### src/rtl/gcd_controller.sv
// rtl/gcd_controller.sv - sequencer for a 16-bit subtractive GCD datapath with start/busy/done handshake and watchdog
// Optional feature macro: GCD_ITER_CNT_EN (exposes the live subtract count on iter_cnt).
module gcd_controller #(
  parameter int MAX_ITER = 65535,
  parameter int CNT_W    = 16
) (
  input  logic             clk,
  input  logic             rst,
  input  logic             start,
  input  logic             gt,
  input  logic             lt,
  input  logic             eq,
  output logic             ldA,
  output logic             ldB,
  output logic             sel1,
  output logic             sel2,
  output logic             sel_in,
  output logic             req_a,
  output logic             req_b,
  output logic             busy,
  output logic             done,
  output logic             err
`ifdef GCD_ITER_CNT_EN
  ,
  output logic [CNT_W-1:0] iter_cnt
`endif
);

  typedef enum logic [2:0] {IDLE, LD_A, LD_B, CALC, DONE, ERR} state_t;

  localparam logic [CNT_W-1:0] MAX_CNT = CNT_W'(MAX_ITER);

  state_t           state;
  logic [CNT_W-1:0] cnt;
  logic             err_q;

  always_ff @(posedge clk or posedge rst) begin
    if (rst) begin
      state <= IDLE;
      cnt   <= '0;
      err_q <= 1'b0;
    end else begin
      case (state)
        IDLE: begin
          if (start) begin
            state <= LD_A;
            cnt   <= '0;
            err_q <= 1'b0;
          end
        end
        LD_A: state <= LD_B;
        LD_B: state <= CALC;
        CALC: begin
          // eq wins over the watchdog so a run finishing on its last allowed cycle still completes
          if (eq) begin
            state <= DONE;
          end else if (cnt == MAX_CNT) begin
            state <= ERR;
            err_q <= 1'b1;
          end else if (gt || lt) begin
            cnt <= cnt + 1'b1;
          end else begin
            state <= ERR;
            err_q <= 1'b1;
          end
        end
        DONE:    state <= IDLE;
        ERR:     state <= IDLE;
        default: state <= IDLE;
      endcase
    end
  end

  always_comb begin
    ldA    = 1'b0;
    ldB    = 1'b0;
    sel1   = 1'b0;
    sel2   = 1'b0;
    sel_in = 1'b0;
    req_a  = 1'b0;
    req_b  = 1'b0;
    busy   = 1'b0;
    done   = 1'b0;
    case (state)
      LD_A: begin
        sel_in = 1'b1;
        ldA    = 1'b1;
        req_a  = 1'b1;
        busy   = 1'b1;
      end
      LD_B: begin
        sel_in = 1'b1;
        ldB    = 1'b1;
        req_b  = 1'b1;
        busy   = 1'b1;
      end
      CALC: begin
        busy = 1'b1;
        if (!eq && cnt != MAX_CNT) begin
          if (gt) begin
            sel2 = 1'b1;
            ldA  = 1'b1;
          end else if (lt) begin
            sel1 = 1'b1;
            ldB  = 1'b1;
          end
        end
      end
      DONE:    done = 1'b1;
      default: ;
    endcase
  end

  assign err = err_q;

`ifdef GCD_ITER_CNT_EN
  assign iter_cnt = cnt;
`endif

endmodule
### config.mk
export PLATFORM = sky130hd
export DESIGN_NAME = gcd_controller
export DESIGN_NICKNAME = d
export VERILOG_FILES = /design/src/rtl/gcd_controller.sv
export SDC_FILE = /design/constraint.sdc
export NUM_CORES = 1
export LEC_CHECK = 0
export ABC_AREA = 1
export CORE_MARGIN = 5
export CORE_UTILIZATION = 39
export DETAILED_ROUTE_END_ITERATION = 8
export GPL_TIMING_DRIVEN = 0
export PLACE_DENSITY = 0.65
export SLEW_MARGIN = 5
export SYNTH_ARGS = -nofsm -noshare
export SYNTH_HDL_FRONTEND = slang
export SYNTH_SLANG_ARGS = --single-unit
### constraint.sdc
create_clock -name clk -period 5.4 [get_ports clk]
set_clock_uncertainty 0.2 [all_clocks]
set_input_delay 0.81 -clock clk [delete_from_list [all_inputs] [get_ports clk]]
set_output_delay 0.81 -clock clk [all_outputs]
set_load 0.05 [all_outputs]
; ---- Yosys cells after proc, flatten, opt, wreduce, memory -nomap -nowiden
; Index checks and enable logic that the tools add are counted.
[totals]
in_bits = 6
elab_cells = 55
output_inout_bits = 10
ff_bits = 20
[classes]
n_addsub = 1
n_mux = 29
n_eq_ne = 12
reduce_logical = 10
[ops]
columns = op, n
row1 = $mux 16, 4
row2 = $pmux 16 s2, 1
row3 = $add 16x1->16 const B, 1
row4 = $eq 16x16->1 const B, 1
row5 = $mux 1, 16
row6 = $ne 16x16->1 const B, 1
row7 = $mux 3, 4
row8 = $pmux 3 s4, 1
row9 = $ne 2x2->1 const B, 4
row10 = $eq 3x2->1 const B, 2
row11 = $pmux 1 s2, 3
row12 = $reduce_and 5->1, 1
row13 = $ne 4x4->1 const B, 1
row14 = $reduce_and 4->1, 1
row15 = $eq 3x1->1 const B, 1
row16 = $eq 3x3->1 const B, 1
row17 = $logic_not 3->1, 1
row18 = $ne 3x3->1 const B, 1
row19 = $reduce_or 3->1, 1
row20 = $reduce_and 2->1, 1
row21 = $reduce_bool 2->1, 1
row22 = $reduce_or 2->1, 1
row23 = $logic_and 1x1->1, 1
row24 = $logic_not 1->1, 1
row25 = $logic_or 1x1->1, 1

; ---- Logic depth before layout (Yosys ltp)
[depth]
ltp_word = 5
depth_mapped = 11
depth_no_buf = 11

; ---- Least setup slack after synthesis
; OpenSTA, ideal clock, no wires.
[synth_timing]
path_kind = register -> output
start = register state[1]
end = output ldA
t_required_ns = 4.390
path_buffers = 0
setup_slack_ns = 2.070
arrival_time_ns = 2.320
path_stages_with_launch = 4
path_cell_list = dfrtp_1 nor3_1 inv_1 o21ai_0
[synth_between]
elab_chain_len = 2
elab_cells_between_ends = 3
classes_between = eq/ne: 2 / mux: 1
[synth_rtl]
columns = element, line
row1 = "start, declared", 33  ; state_t state;
row2 = "start signal, assigned", 39  ; state <= IDLE;
row3 = "start signal, assigned", 46  ; state <= LD_A;
row4 = "start signal, assigned", 51  ; LD_A: state <= LD_B;
row5 = $eq 3x2->1 / $eq 3x1->1 (equally long branches), 84  ; case (state)
row6 = $pmux 1 s2 *, 84
row7 = "end, declared", 13  ; output logic ldA,
; Mark *: on every way between the ends. The rest lies on a longest branch, timed or not.

; ---- Final worst setup path
[layout_timing]
start = input eq
end = output ldA
[layout_between]
elab_chain_len = 4
[layout_rtl]
columns = element, line
row1 = "start, declared", 12  ; input logic eq,
row2 = $logic_not 1->1, 99  ; if (!eq && cnt != MAX_CNT) begin
row3 = $logic_and 1x1->1, 99
row4 = $mux 1, 99
row5 = $pmux 1 s2, 84
; Every way passes these cells.

==> run_results.csv <==
group,metric,value,unit
min_path,hold_end,"err",
routing,viasPerCell,4.52,
routing,ant_nets,0,
yosys,ys_seq_area_share,36.6,%
sta,finalSetupViolations,0,
grt,grt_first_pass_wirelength,5250,um
critical_path,timing.rr.start,"cnt[0]",
sta,worst_slew_pin_slew,785,ps
power_and_ir_drop,p_int,363,uW
power_and_ir_drop,p_leak,0.000815,uW
sta,finalHoldViolations,0,
critical_path,start_kind,"input pin",
routing,route.detailed.drc,0,
critical_path,cp.required,4390,ps
cts,cts_hold_repair.buffers,0,
yosys,synth_area_per_cell,6.35,um2
floorplanning,pin_count,16,
routing,wire_per_inst,10.9,um
floorplanning,num_rows,21,
cts,clk_pin_slew,120,ps
sta,rsz0062_at_grt,"false",
power_and_ir_drop,pwr-share-clk,12.0,%
critical_path,cp_slowest_cell,"clkdlybuf4s50_1",
placed_design,placed_area,1570,um2
yosys,synth_area,1370,um2
sta,clock.fmax,274,MHz
critical_path,cp-end-kind,"primary output",
sta,finalWorstSetupSlack,1750,ps
routing,wl,3060,um
routing,first_pass_iters,4,
cts,cts_buffers,3,
critical_path,arrival,2640,ps
grt,grt_max_degree,21,
finish,final_core_util,47.9,%
placed_design,gp_congestion,0.781,
power_and_ir_drop,power_density,475,nW/um2
run_status,outcome,"finished, final reports clean",
min_path,min_path_cells,2,
power_and_ir_drop,peakVddDrop,0.173,mV
placed_design,dp_worst_setup_slack,1740,ps
placed_design,port_buffers,15,
flow_run,drv_cap,0,
yosys,synth_cells,215,
critical_path,critPathBufInv,2,
finish,n_antenna_cell,0,
power_and_ir_drop,power_frac_comb,63.3,%
sta,setup_tns,0,ps
yosys,synth_top_area_share,36.6,%
routing,initialDrtViolationCount,53,
sta,relSlewSlack,47.6,%
critical_path,worst-r2r-setup-slack,3360,ps
critical_path,cpPeakStageDelay,830,ps
min_path,worst_hold_path_type,"flop to flop",
sta,final.period_utilization,67.5,%
finish,nFillCells,369,
floorplanning,die_w,69.2,um
cts,clockRootBuffer,"clkbuf_4",
grt,track_usage,13.4,%
power_and_ir_drop,p_sw,402,uW
yosys,synth_top_area_cell,"dfrtp_1",
floorplanning,core_area,3360,um2
yosys,ys_warn_count,0,
cts,h-tree-depth,1,
floorplanning,initial_core_util,40.6,%
critical_path,worstSetupPathType,"input pin to primary output",
grt,grt_antenna_before_repair,0,
cts,clk_latency,310,ps
placed_design,hpwl,2220,um
floorplanning,die_y,69.2,um
finish,area_growth,17.9,%
yosys,synth_area_leaders,"dfrtp_1 (37%), nand2_1 (24%), nor2_1 (9.6%)",
min_path,holdCritStartpoint,"err",
power_and_ir_drop,seq_power_share,24.7,%
yosys,syn-num-nets,222,
finish,final_common_cell,"nand2_1",
floorplanning,die-area,4790,um2
routing,vias,1265,
finish,nNetsFinal,242,
critical_path,timing.rr.end,"cnt[5]",
cts,cts_resized,0,
cts,tritoncts,"built",
critical_path,critPathTopFamily,"buffers and inverters",
cts,post_cts_buffers,0,
yosys,synth_cell_types,24,
finish,fin_area,1610,um2
finish,layout_common_cells,"nand2_1 (88), nor2_1 (35), inv_1 (25), dfrtp_1 (20), clkdlybuf4s50_1 (15)",
sta,report.final.slew_viol_count,0,
finish,drive_above_1_share,6.84,%
critical_path,cp_max_fo,5,
critical_path,r2r_cells,11,
power_and_ir_drop,switching_share,52.5,%
sta,final.min_clock_period,3650,ps
cts,clock_path_buffers,2,
critical_path,critical_path.cell_chain,"clkdlybuf4s50_1 > nor2_1 > nand2_1 > o21ai_0 > clkdlybuf4s50_1",
critical_path,worst_path_most_repeated_cell,"clkdlybuf4s50_1",
grt,grt_overflow,0,
yosys,ys_ff_latch,20,
cts,clock-sinks,20,
grt,grt_pass1_vias,1116,
per-layer routing:
layer  GRT usage [%]  vias up  wire, um
met5               0        -         0
met4            4.56        0        36
met3            2.46        4        87
met2            20.1       16      1350
met1            19.1      547      1580
li1                -      698         -
final cells by class:
type,instances,area (um2),share of cell area [%]
tap,46,57.6,3.57
clock buffer,4,36.3,2.25
timing repair buffer,15,150,9.32
buffer,3,26.3,1.63
inverter,28,106,6.60
multi-input combinational,164,733,45.5
sequential,20,500,31.1
sequential cells by signal, indices dropped and copies added (netlist names):
name,count
cnt,16
state,3
err,1
synth_stat cells:
master,count
o21ai_0,10
nand4_1,3
clkbuf_1,1
clkinv_2,1
nor3b_1,1
nand2_1,88
nor3_1,3
nand3_2,3
or2_2,1
buf_6,2
nand4_4,1
inv_2,2
a21oi_1,4
nor2_1,35
inv_1,25
xor2_1,2
dfrtp_1,20
nor2_2,1
o21bai_1,1
o21ai_1,1
ha_1,1
o21a_1,1
nor2_4,1
nand3_1,7
through the flow:
| step | cells | hold WS [ps] | power, uW |
|---|---|---|---|
| 2_1_floorplan | 215 | 271 | 542 |
| 3_3_place_gp | 276 | 257 | 678 |
| 3_5_place_dp | 276 | 270 | 681 |
| 4_1_cts | 280 | 297 | 772 |
| 5_1_grt | 280 | 314 | 824 |
| 6_report | 280 | 293 | 765 |
power by group through the flow:
stage          combinational (uW)  sequential [uW]  clock, uW
6_report                      484              189       92.1
5_1_grt                       528              194        101
4_1_cts                       489              189       93.3
3_5_place_dp                  489              192          0
3_3_place_gp                  486              191          0
2_1_floorplan                 340              202          0
worst max path at each step:
| stage | endpoint | slack, ps | from | cells after the start |
|---|---|---|---|---|
| 2_1_floorplan | ldA | 2070 | state[1] | 3 |
| 3_3_place_gp | ldA | 1740 | eq | 5 |
| 3_5_place_dp | ldA | 1740 | eq | 5 |
| 4_1_cts | ldA | 1730 | eq | 5 |
| 5_1_grt | ldA | 1620 | eq | 5 |
| 6_report | ldA | 1750 | eq | 5 |
logic make-up after synthesis:
group                    after synthesis  share of synthesized area (%)
AO/OA/AOI/OAI                         17                           6.59
buffers and inverters                 31                           9.71
adder cells (fa/ha/maj)                1                          0.916
flip-flops                            20                           36.6
XOR/XNOR                               2                           1.28
AND/OR/NAND/NOR                      144                           44.9
worst reg2reg max path: cells and delay by family (launching register included):
kind                       cells  cell delay (ps)
DFF                            1              440
and+or+nand+nor                8              860
adders and majority gates      1              230
buffers and inverters          2              270
(Power assumes the default switching activity.)
